<file path="src/rtl/step_pkg.sv">
// Shared definitions for the stepper command sequencer.
// Contents: FSM state encoding, maximum chunk magnitude, driver data width.
package step_pkg;

    localparam int DRV_W     = 8;           // signed chunk width on the driver bus
    localparam int CHUNK_MAX = 127;         // largest chunk magnitude (-128 never produced)
    localparam int CHUNK_W   = DRV_W - 1;   // unsigned chunk magnitude width

    typedef enum logic [1:0] {
        ST_IDLE  = 2'd0,
        ST_ISSUE = 2'd1,
        ST_BUSY  = 2'd2
    } state_e;

endpackage

</file>
<file path="src/rtl/step_cmd_fifo.sv">
// Synchronous command FIFO, DEPTH x W, with occupancy count and flush.
// Ports:
//   clk, rst_n        clock, asynchronous active-low reset
//   flush_i           clears pointers and level on the next edge (wins over push/pop)
//   push_i, data_i    write request and data (ignored when full)
//   pop_i             read request (ignored when empty)
//   data_o            head entry
//   level_o           occupancy, 0..DEPTH
//   full_o, empty_o   derived from the registered level
module step_cmd_fifo #(
    parameter int W     = 16,
    parameter int DEPTH = 8
) (
    input  logic                     clk,
    input  logic                     rst_n,
    input  logic                     flush_i,
    input  logic                     push_i,
    input  logic [W-1:0]             data_i,
    input  logic                     pop_i,
    output logic [W-1:0]             data_o,
    output logic [$clog2(DEPTH):0]   level_o,
    output logic                     full_o,
    output logic                     empty_o
);

    localparam int AW = $clog2(DEPTH);
    localparam int LW = AW + 1;

    logic [W-1:0]  mem [DEPTH];
    logic [AW-1:0] wr_ptr_q;
    logic [AW-1:0] rd_ptr_q;
    logic [LW-1:0] level_q;
    logic          push_ok;
    logic          pop_ok;

    assign full_o  = (level_q == LW'(DEPTH));
    assign empty_o = (level_q == '0);
    assign push_ok = push_i & ~full_o & ~flush_i;
    assign pop_ok  = pop_i & ~empty_o & ~flush_i;
    assign data_o  = mem[rd_ptr_q];
    assign level_o = level_q;

    always_ff @(posedge clk or negedge rst_n) begin
        if (!rst_n) begin
            wr_ptr_q <= '0;
            rd_ptr_q <= '0;
            level_q  <= '0;
        end else if (flush_i) begin
            wr_ptr_q <= '0;
            rd_ptr_q <= '0;
            level_q  <= '0;
        end else begin
            if (push_ok) wr_ptr_q <= wr_ptr_q + 1'b1;
            if (pop_ok)  rd_ptr_q <= rd_ptr_q + 1'b1;
            case ({push_ok, pop_ok})
                2'b10:   level_q <= level_q + 1'b1;
                2'b01:   level_q <= level_q - 1'b1;
                default: level_q <= level_q;
            endcase
        end
    end

    // Storage needs no reset: entries are only read once written.
    always_ff @(posedge clk) begin
        if (push_ok) mem[wr_ptr_q] <= data_i;
    end

endmodule

</file>
<file path="src/rtl/step_cmd_sequencer.sv">
// Stepper command sequencer: buffers signed move commands and splits each
// into chunks of at most 127 steps issued on the driver start/data/ready
// handshake.
// Optional feature macro: STEP_POS_TRACK_EN adds the absolute position
// register and the pos port.
// Ports:
//   clk, rst_n              clock, asynchronous active-low reset
//   cmd_valid/cmd_ready     host handshake, transfer when both high
//   cmd_steps               signed move (zero moves are accepted and dropped)
//   flush                   empty FIFO and abandon the remainder of the move
//   drv_ready               driver idle
//   drv_start               one-cycle start pulse per chunk
//   drv_data                signed chunk, held until the next issue
//   busy                    work pending (FIFO, remainder or FSM not idle)
//   level                   FIFO occupancy
//   pos                     absolute position (STEP_POS_TRACK_EN only)
//   dbg_state               current FSM state
// Handshakes: the host side transfers on the rising edge where cmd_valid and
// cmd_ready are both high; the driver side issues a chunk only when
// drv_ready is high in IDLE and then waits in BUSY for drv_ready to return.
module step_cmd_sequencer
    import step_pkg::*;
#(
    parameter int CMD_W = 16,
    parameter int DEPTH = 8,
    parameter int POS_W = 24
) (
    input  logic                     clk,
    input  logic                     rst_n,
    input  logic                     cmd_valid,
    output logic                     cmd_ready,
    input  logic [CMD_W-1:0]         cmd_steps,
    input  logic                     flush,
    input  logic                     drv_ready,
    output logic                     drv_start,
    output logic [DRV_W-1:0]         drv_data,
    output logic                     busy,
    output logic [$clog2(DEPTH):0]   level,
`ifdef STEP_POS_TRACK_EN
    output logic [POS_W-1:0]         pos,
`endif
    output logic [1:0]               dbg_state
);

    localparam int REM_W = CMD_W + 1;  // holds |-2^(CMD_W-1)| exactly

    state_e              state_q;
    logic                dir_q;        // 1 = reverse
    logic [REM_W-1:0]    rem_q;
    logic [CHUNK_W-1:0]  chunk_q;
    logic                drv_start_q;
    logic [DRV_W-1:0]    drv_data_q;
`ifdef STEP_POS_TRACK_EN
    logic [POS_W-1:0]    pos_q;
`endif

    logic                fifo_full;
    logic                fifo_empty;
    logic [CMD_W-1:0]    fifo_head;
    logic                push;
    logic                load;
    logic [REM_W-1:0]    head_ext;
    logic [REM_W-1:0]    head_mag;
    logic [CHUNK_W-1:0]  chunk_d;
    logic [DRV_W-1:0]    chunk_signed_d;

    assign cmd_ready = ~fifo_full;
    assign push      = cmd_valid & cmd_ready & (cmd_steps != '0) & ~flush;
    assign load      = (state_q == ST_IDLE) && (rem_q == '0) && !fifo_empty && !flush;

    step_cmd_fifo #(
        .W     (CMD_W),
        .DEPTH (DEPTH)
    ) u_fifo (
        .clk     (clk),
        .rst_n   (rst_n),
        .flush_i (flush),
        .push_i  (push),
        .data_i  (cmd_steps),
        .pop_i   (load),
        .data_o  (fifo_head),
        .level_o (level),
        .full_o  (fifo_full),
        .empty_o (fifo_empty)
    );

    // Magnitude is taken one bit wider so the most negative command is exact.
    assign head_ext = {fifo_head[CMD_W-1], fifo_head};
    assign head_mag = fifo_head[CMD_W-1] ? (REM_W'(0) - head_ext) : head_ext;

    assign chunk_d        = (rem_q > REM_W'(CHUNK_MAX)) ? CHUNK_W'(CHUNK_MAX) : rem_q[CHUNK_W-1:0];
    assign chunk_signed_d = dir_q ? (DRV_W'(0) - {1'b0, chunk_d}) : {1'b0, chunk_d};

    always_ff @(posedge clk or negedge rst_n) begin
        if (!rst_n) begin
            state_q     <= ST_IDLE;
            dir_q       <= 1'b0;
            rem_q       <= '0;
            chunk_q     <= '0;
            drv_start_q <= 1'b0;
            drv_data_q  <= '0;
`ifdef STEP_POS_TRACK_EN
            pos_q       <= '0;
`endif
        end else begin
            case (state_q)
                ST_IDLE: begin
                    drv_start_q <= 1'b0;
                    if (flush) begin
                        rem_q <= '0;
                    end else if (load) begin
                        dir_q <= fifo_head[CMD_W-1];
                        rem_q <= head_mag;
                    end else if ((rem_q != '0) && drv_ready) begin
                        chunk_q     <= chunk_d;
                        drv_data_q  <= chunk_signed_d;
                        drv_start_q <= 1'b1;
                        state_q     <= ST_ISSUE;
                    end
                end
                ST_ISSUE: begin
                    drv_start_q <= 1'b0;
                    rem_q       <= flush ? '0 : (rem_q - REM_W'(chunk_q));
                    state_q     <= ST_BUSY;
                end
                ST_BUSY: begin
                    drv_start_q <= 1'b0;
                    if (flush) rem_q <= '0;
                    if (drv_ready) begin
                        state_q <= ST_IDLE;
`ifdef STEP_POS_TRACK_EN
                        // Chunk is still on drv_data, so accumulate it on completion.
                        pos_q <= pos_q + {{(POS_W-DRV_W){drv_data_q[DRV_W-1]}}, drv_data_q};
`endif
                    end
                end
                default: begin
                    drv_start_q <= 1'b0;
                    state_q     <= ST_IDLE;
                end
            endcase
        end
    end

    assign drv_start = drv_start_q;
    assign drv_data  = drv_data_q;
    // The remainder is included so busy does not dip in the cycle after a load.
    assign busy      = !fifo_empty || (state_q != ST_IDLE) || (rem_q != '0);
    assign dbg_state = state_q;
`ifdef STEP_POS_TRACK_EN
    assign pos       = pos_q;
`endif

endmodule
</file>
<file path="config.mk">
export PLATFORM = sky130hd
export DESIGN_NAME = step_cmd_sequencer
export DESIGN_NICKNAME = d
export VERILOG_FILES = /design/src/rtl/step_pkg.sv /design/src/rtl/step_cmd_fifo.sv /design/src/rtl/step_cmd_sequencer.sv
export SDC_FILE = /design/constraint.sdc
export NUM_CORES = 1
export LEC_CHECK = 0
export BUFFER_PORTS_ARGS = -buffer_cell sky130_fd_sc_hd__buf_2
export CORE_MARGIN = 1
export CORE_UTILIZATION = 45
export CTS_BUF_LIST = sky130_fd_sc_hd__clkbuf_8
export DETAILED_ROUTE_END_ITERATION = 16
export PLACE_DENSITY = 0.58
export SLEW_MARGIN = 40
export SYNTH_ARGS = -nofsm -noshare
export SYNTH_HDL_FRONTEND = slang
export SYNTH_SLANG_ARGS = --single-unit
</file>
<file path="constraint.sdc">
create_clock -name clk -period 4 [get_ports clk]
set_clock_uncertainty 0.15 [all_clocks]
set_input_delay 0.6 -clock clk [delete_from_list [all_inputs] [get_ports clk]]
set_output_delay 0.6 -clock clk [all_outputs]
set_load 0.005 [all_outputs]
</file>
==> impl_metrics.env, run 1 <==
export IMPL_nNetsFinal=692
export IMPL_crit_fanout=28
export IMPL_first_pass_iters=4
export IMPL_power_leakage_nw=3.25
export IMPL_maxSlewViolCount=0
export IMPL_ctsResizeCount=0
export IMPL_post_cts_setup_buffer_count=0
export IMPL_ctsHoldBuffers=1
export IMPL_syn_nets=642
export IMPL_endpoint_kind="register"
export IMPL_hold_ws_ns=0.267
export IMPL_vias_per_cell=5.71
export IMPL_synth_edff_count=128
export IMPL_grt_start_max_net_pins=31
export IMPL_numPortBuffers=37
export IMPL_pin_count=38
export IMPL_wirelength_um=17300
export IMPL_dieArea_um2=18800
export IMPL_cts_buffer_depth=2
export IMPL_async_flop_share_pct=26.0
export IMPL_grt_usage_pct=20.3
export IMPL_n_fill_cell=1531
export IMPL_r2r_start="u_fifo.rd_ptr_q[0]$_DFFE_PN0P_"
export IMPL_vias=5092
export IMPL_tightest_slew_ns=0.745
export IMPL_synth_cells=601
export IMPL_crit_chain="buf_4 -> nand2b_1 -> o22a_1 -> nand2_1 -> ha_1 -> inv_1 -> o311ai_0 -> buf_4 -> nand4_1 -> o21ai_0 -> xnor2_1 -> o211ai_1"
export IMPL_crit_end="rem_q[14]$_DFFE_PN0P_"
export IMPL_antenna_cells=0
export IMPL_root_buffer="clkbuf_8"
export IMPL_cts_tree="built"
export IMPL_grt_pass1_wl_um=27900
export IMPL_dp_final_hpwl_um=11900
export IMPL_drtIter0Drc=335
export IMPL_fmax_mhz=293
export IMPL_crit_arrival_ns=3.59
export IMPL_start_util_pct=45.8
export IMPL_clk_latency_ns=0.46
export IMPL_drv_cap=0
export IMPL_fp_dieW_um=137
export IMPL_syn_to_final_growth_pct=11.1
export IMPL_drc_errors=0
export IMPL_yosysWarnings=0
export IMPL_fin_setup_tns_ns=0
export IMPL_period_needed_ns=3.41
export IMPL_cellPowerDensity_nw_per_um2=540
export IMPL_ys_seq_elements=173
export IMPL_crit_slowest_cell="dfrtp_2"
export IMPL_ant_nets=0
export IMPL_regToRegSetupSlack_ns=0.59
export IMPL_drive_gt1_share_pct=21.9
export IMPL_hold_class="input port to register"
export IMPL_ys_types=62
export IMPL_critPathMaxStageDelay_ns=0.68
export IMPL_placementRows=49
export IMPL_finalNonFillerCells=892
export IMPL_cts_made_buffers=17
export IMPL_path_depth=12
export IMPL_antenna_found_initial=0
export IMPL_cp_num_buf_inv=3
export IMPL_critPathRequiredTime_ns=4.17
export IMPL_grt_pass1_vias=5204
export IMPL_ff2ff_path_depth=12
export IMPL_htree_num_levels=4
export IMPL_clkTransAtPathRegs_ns=0.09
export IMPL_fin_crit_sh_pct=85.4
export IMPL_place_inst=860
export IMPL_wl_per_cell_um=19.3
export IMPL_start_kind="register"
export IMPL_yosysSeqAreaShare_pct=60.6
export IMPL_rsz0062_at_grt="no"
export IMPL_grt_overflow_total=0
export IMPL_path_common_cell="buf_4"
export IMPL_status="completed"
export IMPL_core_area_um2=17900
export IMPL_setup_ws_ns=0.586
export IMPL_hold_viol=0
export IMPL_synthFlopType="edfxtp_1"
export IMPL_clock_sinks=173
export IMPL_vdd_drop_max_v=0.000256
export IMPL_post_place_ws_ns=0.301
export IMPL_crit_start="u_fifo.rd_ptr_q[0]$_DFFE_PN0P_"
export IMPL_r2r_end="rem_q[14]$_DFFE_PN0P_"
export IMPL_setup_viol=0
export IMPL_path_class="register to register"
export IMPL_synth_avg_cell_area_um2=13.7
export IMPL_gp_congestion=0.800
export IMPL_crit_family="compound AO/OA/AOI/OAI gates"
export IMPL_synth_area_um2=8200
export IMPL_die_h_um=137
export IMPL_slew_headroom_pct=49.9
[Yosys cell counts (all sizes together) (7+ instances only)]
| cell type | count | area share (%) |
|---|---|---|
| nor2 | 44 | 2.0 |
| mux4 | 31 | 8.5 |
| buf | 14 | 0.98 |
| mux2 | 8 | 1.1 |
| xnor2 | 17 | 1.8 |
| nor4 | 10 | 0.95 |
| inv | 21 | 0.96 |
| nor3 | 25 | 1.6 |
| or2 | 7 | 0.53 |
| nand2 | 38 | 1.7 |
| clkbuf | 14 | 0.64 |
| edfxtp | 128 | 47 |
| nand2b | 11 | 0.84 |
| mux2i | 17 | 2.1 |
| ha | 18 | 2.7 |
| dfrtp | 45 | 14 |
| o21ai | 38 | 2.3 |
| a21oi | 25 | 1.5 |
[where the power goes]
group	switching, mW	internal [mW]
Clock	0.658	0.500
Sequential	0.174	2.10
Combinational	0.851	0.642
Total	1.68	3.24
[kinds of logic after synthesis]
logic type	synth area share, %
buf+inv	2.58
xor+xnor	2.35
flops	60.6
fa+ha+maj	3.23
simple gates	10.5
compound gates	9.11
mux	11.7
[cell usage in the layout (no fill, tap or decap), types with 3 or more instances in the layout]
master	count
nor3_2	4
a21o_1	3
o211ai_1	5
ha_1	18
o31ai_1	6
clkbuf_8	17
clkinv_4	5
xor2_1	5
nand3_1	5
o22ai_1	3
or2_2	7
nor2b_1	5
mux2i_1	17
clkinv_1	3
a21oi_1	25
inv_1	21
nor4_1	8
nand2b_1	11
xnor2_1	17
inv_6	3
o21ai_0	36
buf_4	21
nand4_1	3
dfrtp_1	44
mux2_2	8
buf_2	37
edfxtp_1	128
o21a_1	4
nand2_1	38
nor2_1	44
mux4_2	31
a22oi_1	4
nor3_1	21
a31oi_1	4
[state kept, by name, indices dropped and copies added (netlist names)]
| signal | cells |
|---|---|
| u_fifo.mem | 128 |
| chunk_q | 7 |
| dbg_state | 2 |
| drv_start | 1 |
| rem_q | 17 |
| drv_data | 7 |
| u_fifo.level_o | 4 |
| u_fifo.wr_ptr_q | 3 |
| u_fifo.rd_ptr_q | 3 |
| dir_q | 1 |
[worst reg2reg max path: cells and delay by family, from the launching register on]
kind / cells / cell delay [ns]
compound gates: 4 / 0.91
xor+xnor: 1 / 0.14
buf+inv: 3 / 0.73
fa+ha+maj: 1 / 0.22
flops: 1 / 0.68
simple gates: 3 / 0.46
[worst min-delay path by stage]
| stage | start | end | slack (ns) | cells past startpoint |
|---|---|---|---|---|
| 2_1_floorplan | rst_n | chunk_q[0]$_DFFE_PN0P_ | 0.15 | 0 |
| 3_3_place_gp | rem_q[16]$_DFFE_PN0P_ | rem_q[16]$_DFFE_PN0P_ | 0.31 | 1 |
| 3_5_place_dp | drv_data[4]$_DFFE_PN0P_ | drv_data[4]$_DFFE_PN0P_ | 0.32 | 2 |
| 4_1_cts | cmd_steps[12] | u_fifo.mem[3][12]$_DFFE_PP_ | 0.24 | 1 |
| 5_1_grt | cmd_steps[12] | u_fifo.mem[3][12]$_DFFE_PP_ | 0.26 | 1 |
| 6_report | cmd_steps[9] | u_fifo.mem[3][9]$_DFFE_PP_ | 0.27 | 1 |
[layout make-up]
type / instances / area [µm²] / share of cell area [%]
inverter: 21 / 78.8 / 0.864
timing repair buffer: 59 / 353 / 3.87
clock inverter: 14 / 134 / 1.47
sequential: 173 / 4970 / 54.5
clock buffer: 17 / 234 / 2.57
multi-input combinational: 379 / 3060 / 33.6
tap: 229 / 287 / 3.14
[per-layer routing]
layer  part of all wire [%]  track usage [%]
met5                      0                0
met4                    2.3             7.75
met3                    3.2             3.89
met2                     50             34.0
met1                     45             26.0
[through the flow]
stage                     total power [mW]  utilization [%]  area, µm²
after floorplan                       3.41                -       8200
after global placement                3.77             48.8       8740
after detailed placement              3.81             48.8       8740
after CTS                             4.97             50.9       9120
after global routing                  5.27             50.9       9120
final                                 4.92             50.9       9120
(Power assumes the default switching activity.)
==> run 2, diff against run 1 <==
--- a/config.mk
+++ b/config.mk
@@ -7,10 +7,10 @@
 export LEC_CHECK = 0
 export BUFFER_PORTS_ARGS = -buffer_cell sky130_fd_sc_hd__buf_2
 export CORE_MARGIN = 1
-export CORE_UTILIZATION = 45
+export CORE_UTILIZATION = 55
 export CTS_BUF_LIST = sky130_fd_sc_hd__clkbuf_8
 export DETAILED_ROUTE_END_ITERATION = 16
-export PLACE_DENSITY = 0.58
+export PLACE_DENSITY = 0.7
 export SLEW_MARGIN = 40
 export SYNTH_ARGS = -nofsm -noshare
 export SYNTH_HDL_FRONTEND = slang
==> impl_metrics.env, run 2 (same netlist as run 1, synthesis figures left out) <==
export IMPL_slew_headroom_pct=52.9
export IMPL_regMostFlops="u_fifo.mem"
export IMPL_syn_to_final_growth_pct=10.4
export IMPL_crit_arrival_ns=3.51
export IMPL_vias_per_cell=6.06
export IMPL_post_place_ws_ns=0.284
export IMPL_hold_path_end="u_fifo.mem[0][6]$_DFFE_PP_"
export IMPL_tightest_slew_ns=0.687
export IMPL_start_util_pct=56.4
export IMPL_antenna_found_initial=0
export IMPL_maxSlewViolCount=0
export IMPL_power_total_mw=4.90
export IMPL_start_kind="register"
export IMPL_pwr_share_clk_pct=23.4
export IMPL_crit_chain="mux4_2 -> mux2_2 -> inv_1 -> ha_1 -> inv_1 -> o311ai_0 -> buf_4 -> nand4_1 -> o21ai_0 -> xnor2_1 -> o21ai_0"
export IMPL_clk_latency_ns=0.45
export IMPL_swShare_pct=33.2
export IMPL_power_leakage_nw=3.24
export IMPL_cp_num_buf_inv=3
export IMPL_cts_buffer_depth=2
export IMPL_period_needed_ns=3.33
export IMPL_crit_family="compound AO/OA/AOI/OAI gates"
export IMPL_setup_viol=0
export IMPL_fmax_mhz=300
export IMPL_ctsResizeCount=0
export IMPL_die_h_um=124
export IMPL_n_fill_cell=1086
export IMPL_path_class="register to register"
export IMPL_ctsHoldBuffers=1
export IMPL_top_regs="u_fifo.mem x128, rem_q x17"
export IMPL_first_pass_iters=5
export IMPL_fp_dieW_um=124
export IMPL_hold_viol=0
export IMPL_wl_per_cell_um=19.9
export IMPL_ff2ff_path_depth=11
export IMPL_worstHoldStart="cmd_steps[6]"
export IMPL_fin_setup_tns_ns=0
export IMPL_core_area_um2=14500
export IMPL_status="completed"
export IMPL_drc_errors=0
export IMPL_place_inst=812
export IMPL_nNetsFinal=689
export IMPL_seqPwrFrac_pct=46.2
export IMPL_crit_start="u_fifo.rd_ptr_q[1]$_DFFE_PN0P_"
export IMPL_hold_class="input port to register"
export IMPL_grt_start_max_net_pins=46
export IMPL_utilization_pct=62.3
export IMPL_vias=5114
export IMPL_switching_power_mw=1.63
export IMPL_rsz0062_at_grt="no"
export IMPL_regToRegSetupSlack_ns=0.67
export IMPL_endpoint_kind="register"
export IMPL_cts_tree="built"
export IMPL_gp_congestion=0.818
export IMPL_wirelength_um=16800
export IMPL_largest_reg_flops=128
export IMPL_ant_nets=0
export IMPL_final_common_cell="edfxtp_1"
export IMPL_drive_gt1_share_pct=21.4
export IMPL_r2r_end="rem_q[10]$_DFFE_PN0P_"
export IMPL_mostFrequentLayoutCells="128 x edfxtp_1, 44 x nor2_1, 44 x dfrtp_1, 38 x nand2_1"
export IMPL_crit_fanout=10
export IMPL_fin_crit_sh_pct=83.3
export IMPL_vdd_drop_max_v=0.000266
export IMPL_drv_cap=0
export IMPL_crit_slowest_cell="dfrtp_1"
export IMPL_pwr_share_comb_pct=30.4
export IMPL_clock_sinks=173
export IMPL_dp_final_hpwl_um=11200
export IMPL_htree_num_levels=4
export IMPL_finalNonFillerCells=844
export IMPL_critPathMaxStageDelay_ns=0.66
export IMPL_cellPowerDensity_nw_per_um2=541
export IMPL_grt_overflow_total=0
export IMPL_root_buffer="clkbuf_8"
export IMPL_numPortBuffers=37
export IMPL_post_cts_setup_buffer_count=0
export IMPL_pin_count=38
export IMPL_drtIter0Drc=397
export IMPL_dieArea_um2=15400
export IMPL_clkTransAtPathRegs_ns=0.09
export IMPL_grt_pass1_wl_um=26900
export IMPL_power_internal_mw=3.27
export IMPL_grt_pass1_vias=5148
export IMPL_grt_usage_pct=24.0
export IMPL_critPathRequiredTime_ns=4.18
export IMPL_setup_ws_ns=0.668
export IMPL_r2r_start="u_fifo.rd_ptr_q[1]$_DFFE_PN0P_"
export IMPL_placementRows=44
export IMPL_whs_path_depth=1
export IMPL_antenna_cells=0
export IMPL_cts_made_buffers=17
## run 2: area by class of cell
type	count	area, µm²	area share, %
Inverter	21	78.8	0.871
Clock buffer	17	234	2.58
Timing Repair Buffer	56	345	3.81
Tap cell	184	230	2.54
Sequential cell	173	4970	54.9
Multi-Input combinational cell	379	3060	33.8
Clock inverter	14	133	1.46
## run 2: power groups by stage
stage               Clock (mW)  Sequential (mW)  Combinational (mW)
floorplan                    0             2.25                1.16
global placement             0             2.29                1.44
detailed placement           0             2.30                1.49
CTS                       1.16             2.26                1.49
global route              1.23             2.30                1.68
finish                    1.15             2.27                1.49
## run 2: worst max-delay path by stage
stage,end,slack [ns],cells after the start
floorplan,u_fifo.mem[2][0]$_DFFE_PP_,0.43,4
global placement,u_fifo.level_o[3]$_DFFE_PN0P_,0.46,13
detailed placement,u_fifo.level_o[3]$_DFFE_PN0P_,0.28,13
CTS,rem_q[10]$_DFFE_PN0P_,0.63,11
global route,rem_q[10]$_DFFE_PN0P_,0.34,11
finish,rem_q[10]$_DFFE_PN0P_,0.67,11
## run 2: per-layer routing
metal  up-vias  GRT usage, %  part of all wire, %
met2       126          41.1                   51
met1      2578          30.7                   43
li1       2390             -                    -
met4         0          8.04                  1.6
met3        20          4.62                  4.0
met5         -             0                    0
## run 2: per-stage QoR
step	hold WS, ns	area, µm²
finish	0.276	9050
floorplan	0.154	8200
global placement	0.307	8670
detailed placement	0.315	8680
global route	0.276	9050
CTS	0.259	9050
